===== src/rtl/ram_reader_pkg.sv =====
// Purpose: shared types and constants for the RAM read-out engine.
// Latency: n/a (declarations only).
// Backpressure: n/a. RAM_READER_CHECKSUM_EN adds the CSUM state.
package ram_reader_pkg;

   // Largest supported RAM read latency; sizes the latency counter
   localparam int RD_LAT_MAX = 3;
   localparam int LAT_CNT_W  = $clog2(RD_LAT_MAX + 1);

   // Transfer length that completes at once without touching the RAM
   localparam int LEN_ZERO   = 0;

`ifdef RAM_READER_CHECKSUM_EN
   typedef enum logic [2:0] {
      IDLE = 3'd0,
      REQ  = 3'd1,
      WAIT = 3'd2,
      OUT  = 3'd3,
      CSUM = 3'd4,
      DONE = 3'd5
   } state_t;
`else
   typedef enum logic [2:0] {
      IDLE = 3'd0,
      REQ  = 3'd1,
      WAIT = 3'd2,
      OUT  = 3'd3,
      DONE = 3'd5
   } state_t;
`endif

endpackage


===== src/rtl/rd_checksum.sv =====
// Purpose: 8-bit running sum (mod 256) of the bytes handed to the consumer.
// Latency: sum reflects an add one cycle after it is requested.
// Backpressure: none; the caller asserts add only on a completed handshake.
module rd_checksum (
   input  logic       clk,
   input  logic       rst,
   input  logic       clr,
   input  logic       add,
   input  logic [7:0] din,
   output logic [7:0] sum
);

   logic [7:0] sum_d;
   logic [7:0] sum_q;

   // Clear wins over add so a new transfer always starts from zero
   always_comb begin
      sum_d = sum_q;
      if (clr) begin
         sum_d = 8'd0;
      end else if (add) begin
         sum_d = sum_q + din;
      end
   end

   // Accumulator register
   always_ff @(posedge clk or negedge rst) begin
      if (!rst) begin
         sum_q <= 8'd0;
      end else begin
         sum_q <= sum_d;
      end
   end

   assign sum = sum_q;

endmodule


===== src/rtl/ram_reader.sv =====
// Purpose: streams len bytes from the data RAM at base_addr to a valid/ready consumer.
// Latency: first out_valid 2+RD_LAT cycles after start is raised; 2+RD_LAT cycles per byte.
// Backpressure: out_valid/out_data held until out_ready; RAM released while waiting.
// Option: RAM_READER_CHECKSUM_EN appends a mod-256 sum beat carrying out_last.
module ram_reader
   import ram_reader_pkg::*;
#(
   parameter int ADDR_W = 16,
   parameter int DATA_W = 8,
   parameter int LEN_W  = 8,
   parameter int RD_LAT = 1
) (
   input  logic              clk,
   input  logic              rst,
   input  logic              start,
   input  logic [ADDR_W-1:0] base_addr,
   input  logic [LEN_W-1:0]  len,
   output logic              busy,
   output logic              bus_req,
   output logic [ADDR_W-1:0] mem_addr,
   input  logic [DATA_W-1:0] mem_rdata,
   output logic [DATA_W-1:0] out_data,
   output logic              out_valid,
   input  logic              out_ready,
   output logic              out_last,
   output logic              done
);

   // Out-of-range latencies are clamped into 1..RD_LAT_MAX
   localparam int LAT = (RD_LAT < 1) ? 1 : ((RD_LAT > RD_LAT_MAX) ? RD_LAT_MAX : RD_LAT);

   state_t                state_d, state_q;
   logic [ADDR_W-1:0]     addr_d, addr_q;
   logic [LEN_W-1:0]      rem_d, rem_q;
   logic [LAT_CNT_W-1:0]  lat_d, lat_q;
   logic [DATA_W-1:0]     out_data_d, out_data_q;
   logic                  out_valid_d, out_valid_q;
   logic                  done_d, done_q;
   logic                  busy_d, busy_q;

   logic                  accept;
   logic                  zero_len;
   logic                  hs;
   logic                  lat_exp;
   logic                  last_data;

   assign accept    = (state_q == IDLE) && start && (len != LEN_W'(LEN_ZERO));
   assign zero_len  = (state_q == IDLE) && start && (len == LEN_W'(LEN_ZERO));
   assign hs        = out_valid_q && out_ready;
   assign lat_exp   = (lat_q == LAT_CNT_W'(LAT - 1));
   assign last_data = (rem_q == LEN_W'(1));

`ifdef RAM_READER_CHECKSUM_EN
   logic [7:0] csum;

   rd_checksum u_csum (
      .clk (clk),
      .rst (rst),
      .clr (accept),
      .add ((state_q == OUT) && hs),
      .din (out_data_q[7:0]),
      .sum (csum)
   );
`endif

   // State register
   always_ff @(posedge clk or negedge rst) begin
      if (!rst) begin
         state_q <= IDLE;
      end else begin
         state_q <= state_d;
      end
   end

   // Next-state logic: one RAM read per byte, then wait for the consumer
   always_comb begin
      state_d = state_q;
      case (state_q)
         IDLE: if (accept) state_d = REQ;
         REQ:  state_d = WAIT;
         WAIT: if (lat_exp) state_d = OUT;
         OUT: begin
            if (hs) begin
               if (!last_data) begin
                  state_d = REQ;
               end else begin
`ifdef RAM_READER_CHECKSUM_EN
                  state_d = CSUM;
`else
                  state_d = DONE;
`endif
               end
            end
         end
`ifdef RAM_READER_CHECKSUM_EN
         CSUM: if (hs) state_d = DONE;
`endif
         DONE:    state_d = IDLE;
         default: state_d = IDLE;
      endcase
   end

   // Datapath next values: address/length, latency count, output beat, done pulse
   always_comb begin
      addr_d      = addr_q;
      rem_d       = rem_q;
      lat_d       = lat_q;
      out_data_d  = out_data_q;
      out_valid_d = out_valid_q;
      done_d      = 1'b0;
      busy_d      = (state_d != IDLE);
      case (state_q)
         IDLE: begin
            if (accept) begin
               addr_d = base_addr;
               rem_d  = len;
            end else if (zero_len) begin
               done_d = 1'b1;
            end
         end
         REQ: lat_d = '0;
         WAIT: begin
            if (lat_exp) begin
               out_data_d  = mem_rdata;
               out_valid_d = 1'b1;
            end else begin
               lat_d = lat_q + LAT_CNT_W'(1);
            end
         end
         OUT: begin
            if (hs) begin
               if (!last_data) begin
                  out_valid_d = 1'b0;
                  addr_d      = addr_q + ADDR_W'(1);
                  rem_d       = rem_q - LEN_W'(1);
               end else begin
`ifdef RAM_READER_CHECKSUM_EN
                  // Valid stays up: the sum beat follows with no RAM access
                  out_valid_d = 1'b1;
`else
                  out_valid_d = 1'b0;
                  done_d      = 1'b1;
`endif
               end
            end
         end
`ifdef RAM_READER_CHECKSUM_EN
         CSUM: begin
            if (hs) begin
               out_valid_d = 1'b0;
               done_d      = 1'b1;
            end
         end
`endif
         default: ;
      endcase
   end

   // Datapath registers
   always_ff @(posedge clk or negedge rst) begin
      if (!rst) begin
         addr_q      <= '0;
         rem_q       <= '0;
         lat_q       <= '0;
         out_data_q  <= '0;
         out_valid_q <= 1'b0;
         done_q      <= 1'b0;
         busy_q      <= 1'b0;
      end else begin
         addr_q      <= addr_d;
         rem_q       <= rem_d;
         lat_q       <= lat_d;
         out_data_q  <= out_data_d;
         out_valid_q <= out_valid_d;
         done_q      <= done_d;
         busy_q      <= busy_d;
      end
   end

   // Outputs: RAM is owned only in REQ/WAIT, so the writer gets it back during OUT
   always_comb begin
      bus_req   = (state_q == REQ) || (state_q == WAIT);
      mem_addr  = addr_q;
      busy      = busy_q;
      done      = done_q;
      out_valid = out_valid_q;
      out_data  = out_data_q;
`ifdef RAM_READER_CHECKSUM_EN
      out_last  = 1'b0;
      if (state_q == CSUM) begin
         out_data = DATA_W'(csum);
         out_last = 1'b1;
      end
`else
      out_last  = (state_q == OUT) && last_data;
`endif
   end

endmodule


===== config.mk =====
export PLATFORM = sky130hd
export DESIGN_NAME = ram_reader
export DESIGN_NICKNAME = d
export VERILOG_FILES = /design/src/rtl/ram_reader_pkg.sv /design/src/rtl/rd_checksum.sv /design/src/rtl/ram_reader.sv
export SDC_FILE = /design/constraint.sdc
export NUM_CORES = 1
export LEC_CHECK = 0
export ABC_AREA = 1
export CAP_MARGIN = 30
export CORE_MARGIN = 2
export CORE_UTILIZATION = 40
export CTS_CLUSTER_DIAMETER = 200
export DETAILED_ROUTE_END_ITERATION = 8
export PLACE_DENSITY = 0.74
export SLEW_MARGIN = 10
export SYNTH_ARGS = -nofsm -noshare
export SYNTH_HDL_FRONTEND = slang
export SYNTH_SLANG_ARGS = --single-unit

===== constraint.sdc =====
create_clock -name clk -period 1.5 [get_ports clk]
set_input_delay 0.3 -clock clk [delete_from_list [all_inputs] [get_ports clk]]
set_output_delay 0.3 -clock clk [all_outputs]
set_load 0.05 [all_outputs]

==> results of run 1 <==
==> sequential cells by signal, indices dropped and copies added (netlist names) <==
signal,flops
out_valid,1
lat_q,2
mem_addr,16
state_q,3
busy,1
done,1
rem_q,8
out_data,8
==> critical path: stages (launching register included) <==
cell	delay, ns
dfrtp_1	0.42
nor2_2	0.15
nand2_4	0.08
nor3_4	0.27
buf_12	0.17
==> cell families (layout without fill, tap and decap cells) <==
group | count (synthesis) | in the layout
AND/OR/NAND/NOR | 231 | 231
buffers and inverters | 53 | 157
flip-flops | 40 | 40
AO/OA/AOI/OAI | 36 | 36
adder cells (fa/ha/maj) | 4 | 4
XOR/XNOR | 2 | 2
==> cells in the mapped netlist (2+ instances only) <==
library cell	instances
nor2_1	30
ha_1	4
nor3_1	3
dfrtp_1	40
o21ai_0	20
inv_1	39
buf_2	3
clkbuf_1	2
nand2_1	142
nand4_1	6
buf_6	2
nand2_2	11
nand3_1	31
inv_2	4
o21ai_1	9
xor2_1	2
nor2_2	5
o21bai_1	2
==> layout make-up <==
type,count,share of cell area
repair buffers,103,0.304
well taps,75,0.0224
clock inverters,1,0.00716
repair inverters,2,0.00537
flip-flops and latches,40,0.242
inverters,44,0.0429
clock buffers,7,0.0230
multi-input cells,273,0.354
==> what timing repair did <==
action,in CTS,in global routing
hold buffers,1,0
gates cloned,0,3
gates resized for setup,15,64
setup buffers,8,7
hold endpoints to repair,19,0
setup endpoints to repair,2,26
pin swaps,6,22
==> worst paths after layout <==
check / from / end / slack [ns] / cells past startpoint
setup reg to reg: state_q[1] / rem_q[6] / -0.09 / 10
max in group asynchronous: rst / state_q[0] / 0.43 / 3
min in group clk: lat_q[0] / lat_q[0] / 0.51 / 1
hold / removal: rst / mem_addr[13] / 0.50 / 2
setup / recovery: rem_q[7] / out_last / -0.19 / 4
hold reg to reg: lat_q[0] / lat_q[0] / 0.51 / 1
==> metrics by stage <==
step / cells / hold slack, ns
detailed placement: 518 / 0.299
global placement: 518 / 0.298
global route: 545 / 0.528
finish: 545 / 0.502
floorplan: 366 / 0.00441
CTS: 535 / 0.514
==> per-layer routing <==
metal / wire length (um) / up-vias / GRT usage
li1: - / 1349 / -
met3: 667 / 17 / 0.0755
met5: 0 / - / 0
met1: 3040 / 1254 / 0.252
met4: 171 / 0 / 0.0671
met2: 3710 / 110 / 0.328
==> placed cells by master (no fill, tap or decap), types with 7 or more instances in the layout <==
cell type / instances
nand2_1: 119
clkbuf_8: 7
inv_1: 35
inv_2: 7
buf_12: 30
o21ai_2: 8
o21ai_0: 17
clkdlybuf4s50_1: 34
nand2_4: 9
dfrtp_1: 28
nor2_2: 11
nand3_1: 30
nor2_1: 19
buf_4: 30
nand2_2: 25
dfrtp_2: 12
==> where the power goes <==
group / switching, mW / internal, mW / total (mW)
registers: 0.707 / 1.59 / 2.30
logic: 4.12 / 3.21 / 7.33
clock network: 0.389 / 0.587 / 0.976
==> impl_results.md, run 1 <==
- Fin crit period: around 1.7 ns
- Antenna viol nets, final: 0
- Core Util, Final: 0.701
- Register bit total from synthesis: 40
- Synth Area in Simple Gates: 0.394
- Top cell type's share of synthesized area: 0.401
- CTS tree: built
- HPWL after DPL: approximately 5 mm
- Post-Synth XOR/XNOR Area: 0.00702
- I/O Buffers: 64
- Mean post-synth cell area: between 6 and 7 sq um
- Initial antenna violation count: 0
- Violated checks: negative setup slack
- Post-Syn Area: 2490 sq um
- Power Dens Cells: 2530 nW/um^2
- Clk slew on worst S/H paths: roughly 0.080 ns
- Seq/Total Area, Yosys: 0.401
- Max_slew headroom: 0.662
- Max Cap Violations: 0
- N_diodes: 0
- Clock Skews: 0.00769 ns
- Routed wire per std cell: 13.9 um
- Vias per cell: 5.01
- GRT overflow: 0
- Syn Nets: 406
- Mux contribution to synthesized area: 0
- Multi-input gate area: 1480 sq um
- Vias in the first global route: 2,514
- Post-route cell area: between 4000 and 5000 sq um
- Worst setup EP type: output pin
- Die Ht: between 80 and 90 um
- Status: complete, but fails checks
- Final net count: 509
- Largest family of logic cells by synthesized area: simple AND/OR/NAND/NOR gates
- Clk root buf: clkbuf_8
- Crit Path Max Fanout: 3
- Synth top area cells: dfrtp_1 40%, nand2_1 21%, nand3_1 6.2%
- Fillcell total: 414
- CP required: 1.20 ns
- Unique cell type count in the Yosys netlist: 29
- Clock Latency Late Sink: approximately 0.30 ns
- Setup WS post-layout: -0.190 ns
- Dpl ws: -0.274 ns
- Drt drc: 0
- RSZ-0062 raised after global routing: yes
- Critical path launch point type: flop
- All-layer global routing usage: 0.204
- Layout cells sized above 1: 0.353
- Primary FF master, synth: dfrtp_1
- Total area of sequential cells: between 1000 and 1500 sq um
- Vias: 2,730
- Maximum VDD drop: 1.54 mV
- CP arrival: 1.39 ns
- Global-route wire length before repair: 11.6 mm
- Ports: 65
- Slew Limit Fails: 0
- Worst Tran Pin Value: 0.507 ns
- Die W: 83.0 um
- Final GP Congestion: 0.865
- Kind of critical path: flop to output pin
- Setup violations, final: 24
- Number of CTS-inserted buffers: 5
- Setup TNS: -0.996 ns
- Post-Synth Adder-Cell Area: 0.0201
- Mapped Cells: 366
- Routed WL: 7.58 mm
- Num rows: 28
- Crit share post-route: 1.13
- Clk buf depth: 2
- Leading area contributor after synthesis: dfrtp_1
- Area delta synth->final: 68.2%
- Fin. Hold Viols: 0
- Detailed Routing Iterations Pass 1: 5
- Clock Sinks: 40
- Max Clk Rate: between 500 and 600 MHz
- Synth warnings: 0
- Starting Density: 0.416
- Post-synth EDFFs: 0
- Total power draw: between 10 and 15 mW
- Synth Area in Compound Gates: 0.0787
- Pin count of the biggest net entering global routing: 28
- H-tree depth: 2
- Leakage: 2.03 nW
- Die ar.: 6880 sq um
- Hold crit path type: input port to async pin
- Post-synth ARST share: 1.00
- Placed Area: 3640 sq um
- Core Footprint: 5990 sq um
- First-iteration detailed-routing DRC count: 257
No activity file was read; power rests on OpenSTA's default activity.
==> inputs of run 2 (changes only) <==
- ABC_CLOCK_PERIOD_IN_PS: not set -> 1500
- CORE_ASPECT_RATIO: not set -> 1.4
==> run 2 against run 1 <==
  * The flow still finishes with violations (negative setup slack)
  * Non-clock buffer count down 8
  * Worst hold slack worse by 0.033 ns
  * Cell count down 2.2%
  * Largest power group unchanged
==> impl_results.md, run 2 (same netlist as run 1, synthesis figures left out) <==
- Detailed Routing Iterations Pass 1: 4 (-1)
- Commonest non-fill, non-tap cell in the layout: nand2_1
- Setup TNS: -1.57 ns (-0.574 ns)
- Routed wire per std cell: 13.6 um (-2.4%)
- CP required: 1.20 ns (about the same)
- H-tree depth: 2 (unchanged)
- Vias in the first global route: 2,641 (+5.1%)
- Max Clk Rate: 603 MHz (+1.9%)
- Leakage: 1.95 nW (-4.2%)
- Initial antenna violation count: 0 (unchanged)
- Clk root buf: clkbuf_8
- Filler-free cell count of the finished design: 533 (-2.2%)
- Layout cells sized above 1: 0.273 (-0.0799)
- Final net count: 501 (-1.6%)
- RSZ-0062 raised after global routing: yes
- Core Util, Final: 0.657 (-0.0436)
- Routed WL: 7.23 mm (-4.6%)
- Critical path launch point type: flop
- Fillcell total: 524 (+27%)
- CTS tree: built
- Max reg flops: 16 (unchanged)
- Vias per cell: 5.02 (+0.27%)
- First-iteration detailed-routing DRC count: 196 (-24%)
- Max_slew headroom: 0.714 (+0.0517)
- Ports: 65 (unchanged)
- WL met3: 407 um (-39%)
- Fin. Hold Viols: 0 (unchanged)
- Number of CTS-inserted buffers: 5 (unchanged)
- Num rows: 34 (+21%)
- DR WL met2: 3.90 mm (+5.3%)
- Fin crit period: 1.66 ns (-0.0311 ns)
- Die W: 70.7 um (-15%)
- Total area of sequential cells: 1020 sq um (unchanged)
- Max layer used: met4
- Status: complete, but fails checks
- Starting Density: 0.407 (-0.00919)
- Antenna viol nets, final: 0 (unchanged)
- HPWL after DPL: 5.04 mm (+3.4%)
- Clock Skews: 0.0104 ns (+0.00269 ns)
- Hold crit path type: input port to async pin
- Slew Limit Fails: 0 (unchanged)
- Wl on met1: 2.64 mm (-13%)
- Clock Sinks: 40 (unchanged)
- Kind of critical path: flop to output pin
- Dpl ws: -0.329 ns (-0.0547 ns)
- Clk buf depth: 2 (unchanged)
- Power Dens Cells: 2480 nW/um^2 (-1.9%)
- Area delta synth->final: 61.3%
- Setup violations, final: 25 (+4.2%)
- Setup WS post-layout: -0.159 ns (+0.0311 ns)
- Global-route wire length before repair: 11.6 mm (+0.18%)
- N_diodes: 0 (unchanged)
- Vias: 2,677 (-1.9%)
- Maximum VDD drop: 1.48 mV (-4.0%)
- Pin count of the biggest net entering global routing: 31 (+11%)
- Crit share post-route: 1.11 (-0.0207)
- Commonest non-fill, non-tap cells in the layout: 135 x nand2_1, 37 x inv_1, 34 x clkdlybuf4s50_1
- Die Ht: 97.4 um (+17%)
- Total power draw: 9.97 mW (-6.0%)
- Die ar.: 6890 sq um (+0.13%)
- Placed cell count: 512 (-1.2%)
- Core Footprint: 6130 sq um (+2.3%)
- Violated checks: negative setup slack
- All-layer global routing usage: 0.207 (+0.00391)
- Crit Path Max Fanout: 2 (-1)
- CP arrival: 1.36 ns (-0.03 ns)
- Clk slew on worst S/H paths: 0.08 ns (about the same)
- Multi-input gate area: 1380 sq um (-7.2%)
- Final GP Congestion: 0.864 (-0.14%)
- Drt drc: 0 (unchanged)
- Clock Latency Late Sink: 0.29 ns (about the same)
- Worst setup EP type: output pin
- Max Cap Violations: 0 (unchanged)
- Worst Tran Pin Value: 0.430 ns (-0.0776 ns)
- I/O Buffers: 64 (unchanged)
- GRT overflow: 0 (unchanged)
[run 2: final timing paths]
check	startpoint	slack, ns	end	cells after the start
setup / recovery	rem_q[1]	-0.16	out_last	5
hold / removal	rst	0.47	mem_addr[13]	2
setup reg to reg	rem_q[1]	-0.09	rem_q[6]	11
hold reg to reg	out_data[0]	0.54	out_data[0]	2
max in group asynchronous	rst	0.46	rem_q[5]	3
min in group clk	out_data[0]	0.54	out_data[0]	2
[run 2: metrics by stage]
step	hold slack (ns)	instance area (sq um)
2_1_floorplan	0.00441	2530
3_3_place_gp	0.262	3620
3_5_place_dp	0.266	3620
4_1_cts	0.485	3870
5_1_grt	0.506	4020
6_report	0.469	4020
[run 2: repair_timing]
item / CTS / global route
cloned: 2 / 2
hold buffers: 1 / 0
gates resized for setup: 23 / 20
pin swaps: 9 / 5
buffers inserted: 7 / 2
setup endpoints to repair: 5 / 26
hold endpoints to repair: 16 / 0
[run 2: worst max-delay path, stage by stage (launching register included)]
cell and delay, ns:
dfrtp_1 0.38, inv_2 0.08, ha_4 0.14, nand2_4 0.05, nor3_4 0.24, buf_12 0.17
[run 2: power breakdown]
| part | leakage, nW | total, mW | switching, mW | internal, mW |
|---|---|---|---|---|
| Combinational | 1.42 | 6.98 | 3.86 | 3.12 |
| Clock | 0.0410 | 0.702 | 0.385 | 0.317 |
| Sequential | 0.483 | 2.29 | 0.694 | 1.59 |
| Total | 1.95 | 9.97 | 4.94 | 5.03 |
[run 2: routing by layer]
metal / vias up / global-route usage
li1: 1330 / -
met5: - / 0
met3: 26 / 0.0436
met2: 100 / 0.380
met1: 1221 / 0.225
met4: 0 / 0.0871
[run 2: area by class of cell]
cell class,count,area share
repair inverters,2,0.00560
well taps,72,0.0224
clock inverters,1,0.00124
flip-flops and latches,40,0.252
inverters,44,0.0482
multi-input cells,273,0.342
clock buffers,6,0.0180
repair buffers,95,0.310
